<file path="config.mk">
export PLATFORM = sky130hd
export DESIGN_NAME = booth_seq_ctrl_flat
export DESIGN_NICKNAME = d
export VERILOG_FILES = /design/src/rtl/booth_seq_ctrl_if.sv /design/src/rtl/booth_seq_ctrl.sv /design/src/flat_wrapper.sv
export SDC_FILE = /design/constraint.sdc
export NUM_CORES = 1
export LEC_CHECK = 0
export BUFFER_PORTS_ARGS = -buffer_cell sky130_fd_sc_hd__buf_2
export CELL_PAD_IN_SITES_DETAIL_PLACEMENT = 1
export CELL_PAD_IN_SITES_GLOBAL_PLACEMENT = 1
export CORE_ASPECT_RATIO = 1.1
export CORE_UTILIZATION = 41
export DETAILED_ROUTE_END_ITERATION = 16
export PLACE_DENSITY_LB_ADDON = 0.1
export SYNTH_ARGS = -nofsm -noshare
export SYNTH_HDL_FRONTEND = slang
export SYNTH_SLANG_ARGS = --single-unit
export TNS_END_PERCENT = 50
</file>
<file path="constraint.sdc">
create_clock -name clk -period 1.7 [get_ports clk]
set_input_delay 0.34 -clock clk [delete_from_list [all_inputs] [get_ports clk]]
set_output_delay 0.34 -clock clk [all_outputs]
set_load 0.02 [all_outputs]
</file>
<file path="src/rtl/booth_seq_ctrl_if.sv">
// Operand/product handshake and Booth step-unit bus
// for the radix-4 Booth sequencer.
interface booth_seq_ctrl_if #(
    parameter int WIDTH = 8
);
    logic               in_valid;
    logic               in_ready;
    logic [WIDTH-1:0]   in_mcand;
    logic [WIDTH-1:0]   in_mplier;
    logic               out_valid;
    logic               out_ready;
    logic [2*WIDTH-1:0] out_prod;

    modport master (
        output in_valid, in_mcand, in_mplier, out_ready,
        input  in_ready, out_valid, out_prod
    );

    modport slave (
        input  in_valid, in_mcand, in_mplier, out_ready,
        output in_ready, out_valid, out_prod
    );
endinterface

interface booth_step_if #(
    parameter int WIDTH = 8
);
    logic [2:0]         step_mult_1;
    logic [WIDTH-1:0]   step_mult_2;
    logic [2*WIDTH-1:0] step_pre;
    logic               step_en;
    logic               step_rdy;
    logic [2*WIDTH-1:0] step_next;

    modport master (
        output step_mult_1, step_mult_2, step_pre, step_en,
        input  step_rdy, step_next
    );

    modport slave (
        input  step_mult_1, step_mult_2, step_pre, step_en,
        output step_rdy, step_next
    );
endinterface

</file>
<file path="src/rtl/booth_seq_ctrl.sv">
// Radix-4 Booth sequencer: recodes B into triplets MSB-first,
// issues one step per group and Horner-accumulates the result.
module booth_seq_ctrl #(
    parameter int WIDTH = 8
) (
    input  logic              clk,
    input  logic              rst_n,
    booth_seq_ctrl_if.slave   op,
    booth_step_if.master      stp,
    output logic              busy
);
    localparam int NSTEP = WIDTH / 2;
    localparam int PW    = 2 * WIDTH;
    localparam int IW    = (NSTEP > 1) ? $clog2(NSTEP) : 1;

    typedef enum logic [1:0] {
        IDLE  = 2'd0,
        ISSUE = 2'd1,
        WAIT  = 2'd2,
        DONE  = 2'd3
    } state_t;

    state_t           state_q, state_d;
    logic [WIDTH-1:0] mcand_q, mcand_d;
    logic [WIDTH-1:0] mplier_q, mplier_d;
    logic [PW-1:0]    acc_q, acc_d;
    logic [IW-1:0]    idx_q, idx_d;
    logic             out_valid_q, out_valid_d;
    logic [PW-1:0]    out_prod_q, out_prod_d;
    logic             busy_q, busy_d;
    logic             en_q, en_d;
    logic [2:0]       trip_q, trip_d;
    logic [WIDTH-1:0] m2_q, m2_d;
    logic [PW-1:0]    pre_q, pre_d;

    logic [WIDTH:0]   ext;
    logic [2:0]       trip;

    assign op.in_ready    = (state_q == IDLE);
    assign op.out_valid   = out_valid_q;
    assign op.out_prod    = out_prod_q;
    assign stp.step_en     = en_q;
    assign stp.step_mult_1 = trip_q;
    assign stp.step_mult_2 = m2_q;
    assign stp.step_pre    = pre_q;
    assign busy            = busy_q;

    // Select triplet {B[2i+1],B[2i],B[2i-1]} for the current group
    always_comb begin
        ext  = {mplier_q, 1'b0};
        trip = 3'b000;
        for (int i = 0; i < NSTEP; i++) begin
            if (idx_q == IW'(i)) trip = ext[2*i +: 3];
        end
    end

    // Next-state and registered-output logic of the sequencer
    always_comb begin
        state_d     = state_q;
        mcand_d     = mcand_q;
        mplier_d    = mplier_q;
        acc_d       = acc_q;
        idx_d       = idx_q;
        out_valid_d = out_valid_q;
        out_prod_d  = out_prod_q;
        en_d        = en_q;
        trip_d      = trip_q;
        m2_d        = m2_q;
        pre_d       = pre_q;
        unique case (state_q)
            IDLE: begin
                if (op.in_valid) begin
                    mcand_d  = op.in_mcand;
                    mplier_d = op.in_mplier;
                    acc_d    = '0;
                    idx_d    = IW'(NSTEP - 1);
                    state_d  = ISSUE;
                end
            end
            ISSUE: begin
                en_d    = 1'b1;
                trip_d  = trip;
                m2_d    = mcand_q;
                pre_d   = {acc_q[PW-3:0], 2'b00};
                state_d = WAIT;
            end
            WAIT: begin
                en_d = 1'b0;
                if (stp.step_rdy) begin
                    acc_d = stp.step_next;
                    if (idx_q == '0) begin
                        out_prod_d  = stp.step_next;
                        out_valid_d = 1'b1;
                        state_d     = DONE;
                    end else begin
                        idx_d   = idx_q - 1'b1;
                        state_d = ISSUE;
                    end
                end
            end
            DONE: begin
                if (op.out_ready) begin
                    out_valid_d = 1'b0;
                    state_d     = IDLE;
                end
            end
            default: state_d = IDLE;
        endcase
        busy_d = (state_d != IDLE);
    end

    // Single state register for FSM, datapath and outputs
    always_ff @(posedge clk or negedge rst_n) begin
        if (!rst_n) begin
            state_q     <= IDLE;
            mcand_q     <= '0;
            mplier_q    <= '0;
            acc_q       <= '0;
            idx_q       <= '0;
            out_valid_q <= 1'b0;
            out_prod_q  <= '0;
            busy_q      <= 1'b0;
            en_q        <= 1'b0;
            trip_q      <= '0;
            m2_q        <= '0;
            pre_q       <= '0;
        end else begin
            state_q     <= state_d;
            mcand_q     <= mcand_d;
            mplier_q    <= mplier_d;
            acc_q       <= acc_d;
            idx_q       <= idx_d;
            out_valid_q <= out_valid_d;
            out_prod_q  <= out_prod_d;
            busy_q      <= busy_d;
            en_q        <= en_d;
            trip_q      <= trip_d;
            m2_q        <= m2_d;
            pre_q       <= pre_d;
        end
    end
endmodule

</file>
<file path="src/flat_wrapper.sv">
// flat-port wrapper written by rule: the top's interface ports become plain ports
module booth_seq_ctrl_flat 
#(
    parameter int WIDTH = 8
)
  (clk, rst_n, busy, op_in_valid, op_in_mcand, op_in_mplier, op_out_ready, op_in_ready, op_out_valid, op_out_prod, stp_step_mult_1, stp_step_mult_2, stp_step_pre, stp_step_en, stp_step_rdy, stp_step_next);
  booth_seq_ctrl_if #(.WIDTH(WIDTH)) op_i ();
  booth_step_if #(.WIDTH(WIDTH)) stp_i ();
  input  logic clk;
  input  logic rst_n;
  output logic busy;
  input wire logic [$bits(op_i.in_valid)-1:0] op_in_valid;
  input wire logic [$bits(op_i.in_mcand)-1:0] op_in_mcand;
  input wire logic [$bits(op_i.in_mplier)-1:0] op_in_mplier;
  input wire logic [$bits(op_i.out_ready)-1:0] op_out_ready;
  output wire logic [$bits(op_i.in_ready)-1:0] op_in_ready;
  output wire logic [$bits(op_i.out_valid)-1:0] op_out_valid;
  output wire logic [$bits(op_i.out_prod)-1:0] op_out_prod;
  output wire logic [$bits(stp_i.step_mult_1)-1:0] stp_step_mult_1;
  output wire logic [$bits(stp_i.step_mult_2)-1:0] stp_step_mult_2;
  output wire logic [$bits(stp_i.step_pre)-1:0] stp_step_pre;
  output wire logic [$bits(stp_i.step_en)-1:0] stp_step_en;
  input wire logic [$bits(stp_i.step_rdy)-1:0] stp_step_rdy;
  input wire logic [$bits(stp_i.step_next)-1:0] stp_step_next;
  assign op_i.in_valid = op_in_valid;
  assign op_i.in_mcand = op_in_mcand;
  assign op_i.in_mplier = op_in_mplier;
  assign op_i.out_ready = op_out_ready;
  assign op_in_ready = op_i.in_ready;
  assign op_out_valid = op_i.out_valid;
  assign op_out_prod = op_i.out_prod;
  assign stp_step_mult_1 = stp_i.step_mult_1;
  assign stp_step_mult_2 = stp_i.step_mult_2;
  assign stp_step_pre = stp_i.step_pre;
  assign stp_step_en = stp_i.step_en;
  assign stp_i.step_rdy = stp_step_rdy;
  assign stp_i.step_next = stp_step_next;
  booth_seq_ctrl #(.WIDTH(WIDTH)) u_core (.clk(clk), .rst_n(rst_n), .op(op_i), .stp(stp_i), .busy(busy));
endmodule
</file>
==> reports/metrics.yaml <==
clock_sinks: 78
drv_cap: 0
ctsHtreeMaxLevel: 3
final_cell_mix: "nand2_1 (85), buf_2 (79), dfrtp_1 (78)"
layout_commonest_cell: "nand2_1"
avgSynthCellArea_um2: 11.6
die_height_um: 95.7
avgViaCountPerCell: 4.81
finalSetupViolations: 0
crit_type: "flop to output port"
rsz0062_at_grt: "false"
routed_wl_um: 7240
gr-usage-met2_pct: 31.6
min_path_type: "input port to flop"
cts_made_buffers: 9
met3_usage_pct: 4.63
synth_area_leaders: "dfrtp_1 (60%), mux2_2 (13%), nand2_1 (9.8%)"
grt_max_degree: 34
peakVddDrop_mv: 0.681
powerDensity_mw_per_mm2: 1770
insertion_delay_ns: 0.34
start_kind: "flop"
finalCritPeriodShare_pct: 92.7
port_buffers: 81
hold_violations: 0
clockRootBuffer: "clkbuf_8"
final.setup.tns_ns: 0
p_int_w: 0.00460
antenna_found_initial: 0
grt-busiest-layer: "met2"
min_period_ns: 1.58
diodes: 0
finalWeightedCongestion: 0.721
drc: 0
area_growth_syn_to_layout_pct: 24.5
syn_area_mm2: 0.00327
p_switching_w: 0.00259
critPathArrivalTime_ns: 1.24
endpoint_kind: "output port"
fmax_mhz: 635
synth_cell_types: 33
detail-route-antenna-nets: 0
report.final.slew_viol_count: 0
p_comb_share_pct: 38.7
synth-xor-area-share_pct: 0
layout.nets: 422
power_frac_seq_pct: 40.6
yosys.area.top_type: "dfrtp_1"
synthAdderAreaFrac_pct: 3.06
grt_first_pass_wirelength_um: 12000
grt_pass1_vias: 2455
vias: 2339
holdWs_ns: 0.184
met1_usage_pct: 25.4
firstDrtPassIters: 4
synth_seq_area_share_pct: 59.7
post_cts_buffers: 0
yosysTopAreaCellShare_pct: 59.7
initial_utilization_pct: 43.1
drive_gt1_share_pct: 41.2
syn_inst: 283
cp_max_fo: 9
leakage_nw: 2.19
ys_ff_latch: 78
swShare_pct: 36.1
worstPathRequired_ns: 1.36
grt-ovfl-total: 0
fp-row-count: 33
first_iter_violations: 86
dieArea_mm2: 0.00834
cts_tree: "yes"
dp_hpwl_um: 5280
synth_compound_area_share_pct: 4.51
cts_buffer_depth: 2
fp.coreArea_mm2: 0.00760
muxShareOfSynthArea_pct: 13.4
grtUsageTotal_pct: 19.4
outcome: "finished, final reports clean"
yosys.area_share.simple_pct: 15.0
clk_pin_slew_ns: 0.08
skew_ns: 0.00806
p_total_w: 0.00719
post_drt_wl_per_cell_um: 14.9
ios: 84
synth_top_family_by_area: "simple AND/OR/NAND/NOR gates"
die_w_um: 87.2
yosysWarnings: 0
p_clk_share_pct: 20.7
[logic make-up after synthesis]
family / Yosys count
other: 1
AO/OA/AOI/OAI: 20
buffers and inverters: 22
adder cells (fa/ha/maj): 8
AND/OR/NAND/NOR: 115
multiplexers: 39
flip-flops: 78
[area by class of cell]
cell class | instances | area (um2)
fill | 893 | 3520
sequential | 78 | 1950
multi-input combinational | 184 | 1200
timing repair buffer | 96 | 551
tap | 105 | 131
clock buffer | 9 | 124
clock inverter | 6 | 87.6
inverter | 8 | 30.0
[synth_stat cells]
| cell | count |
|---|---|
| a221oi_1 | 3 |
| nand2b_1 | 1 |
| nand3_1 | 15 |
| ha_1 | 8 |
| o21ai_1 | 1 |
| nand2b_2 | 2 |
| buf_6 | 5 |
| a31oi_1 | 1 |
| buf_4 | 4 |
| nor3_1 | 1 |
| conb_1 | 1 |
| nor2b_1 | 2 |
| a211oi_1 | 1 |
| o211a_4 | 1 |
| nand2_1 | 85 |
| o2bb2ai_1 | 1 |
| nor3b_2 | 1 |
| o211ai_2 | 1 |
| and2_1 | 1 |
| nor2_1 | 4 |
| o22ai_1 | 3 |
| inv_1 | 8 |
| mux2_2 | 38 |
| a22oi_1 | 1 |
| nor3b_1 | 1 |
| buf_2 | 5 |
| dfrtp_1 | 78 |
| a21oi_1 | 3 |
| o21ai_0 | 3 |
| o211ai_1 | 1 |
| mux2i_1 | 1 |
| and3_1 | 1 |
| nand2_2 | 1 |
[metal layers]
metal	routed length (um)	vias up
li1	-	1125
met1	3350	1152
met2	3550	54
met3	264	8
met4	72	0
met5	0	-
[critical path: stages (launching register included)]
cell     delay (ns)
dfrtp_1        0.39
inv_1          0.12
ha_4           0.22
buf_4          0.17
[power by group through the flow]
stage	sequential [W]	combinational [W]	clock, W
finish	0.00292	0.00278	0.00149
global route	0.00302	0.00307	0.00162
CTS	0.00293	0.00282	0.00153
detailed placement	0.00297	0.00277	0
global placement	0.00293	0.00270	0
floorplan	0.00330	0.00156	0
[timing repair]
action	4_1_cts	5_1_grt
pin swaps	0	0
setup endpoints to repair	1	31
hold buffers	1	0
hold endpoints to repair	30	0
resized for setup	2	3
[through the flow]
step / instances / setup WS (ns) / instance area, um2 / utilization [%]
CTS: 486 / 0.0110 / 4070 / 53.5
detailed placement: 470 / 0.0835 / 3830 / 50.5
floorplan: 284 / 0.0288 / 3280 / -
global placement: 470 / 0.139 / 3830 / 50.5
global route: 486 / 0.00415 / 4070 / 53.6
finish: 486 / 0.125 / 4070 / 53.6
[registers in the layout, summed over array words and instances, names as in the netlist]
name                    flops
u_core.stp.step_en          1
u_core.mcand_q              8
u_core.busy                 1
u_core.acc_q               14
u_core.op.out_prod         16
u_core.idx_q                2
u_core.stp.step_pre        14
u_core.stp.step_mult_2      8
u_core.op.out_valid         1
u_core.mplier_q             8
u_core.state_q              2
u_core.stp.step_mult_1      3
[worst paths after layout]
| path | from | endpoint | slack [ns] | cells after the start |
|---|---|---|---|---|
| worst max-delay path | u_core.state_q[0] | op_in_ready | 0.12 | 3 |
| worst min-delay path | stp_step_next[14] | u_core.op.out_prod[14] | 0.18 | 3 |
| worst max register to register | u_core.state_q[0] | u_core.op.out_valid | 0.15 | 6 |
| worst min register to register | u_core.acc_q[3] | u_core.acc_q[3] | 0.47 | 2 |
| max in group asynchronous | rst_n | u_core.stp.step_pre[6] | 0.68 | 3 |
| min in group asynchronous | rst_n | u_core.stp.step_pre[9] | 0.48 | 2 |
(Power assumes the default switching activity.)
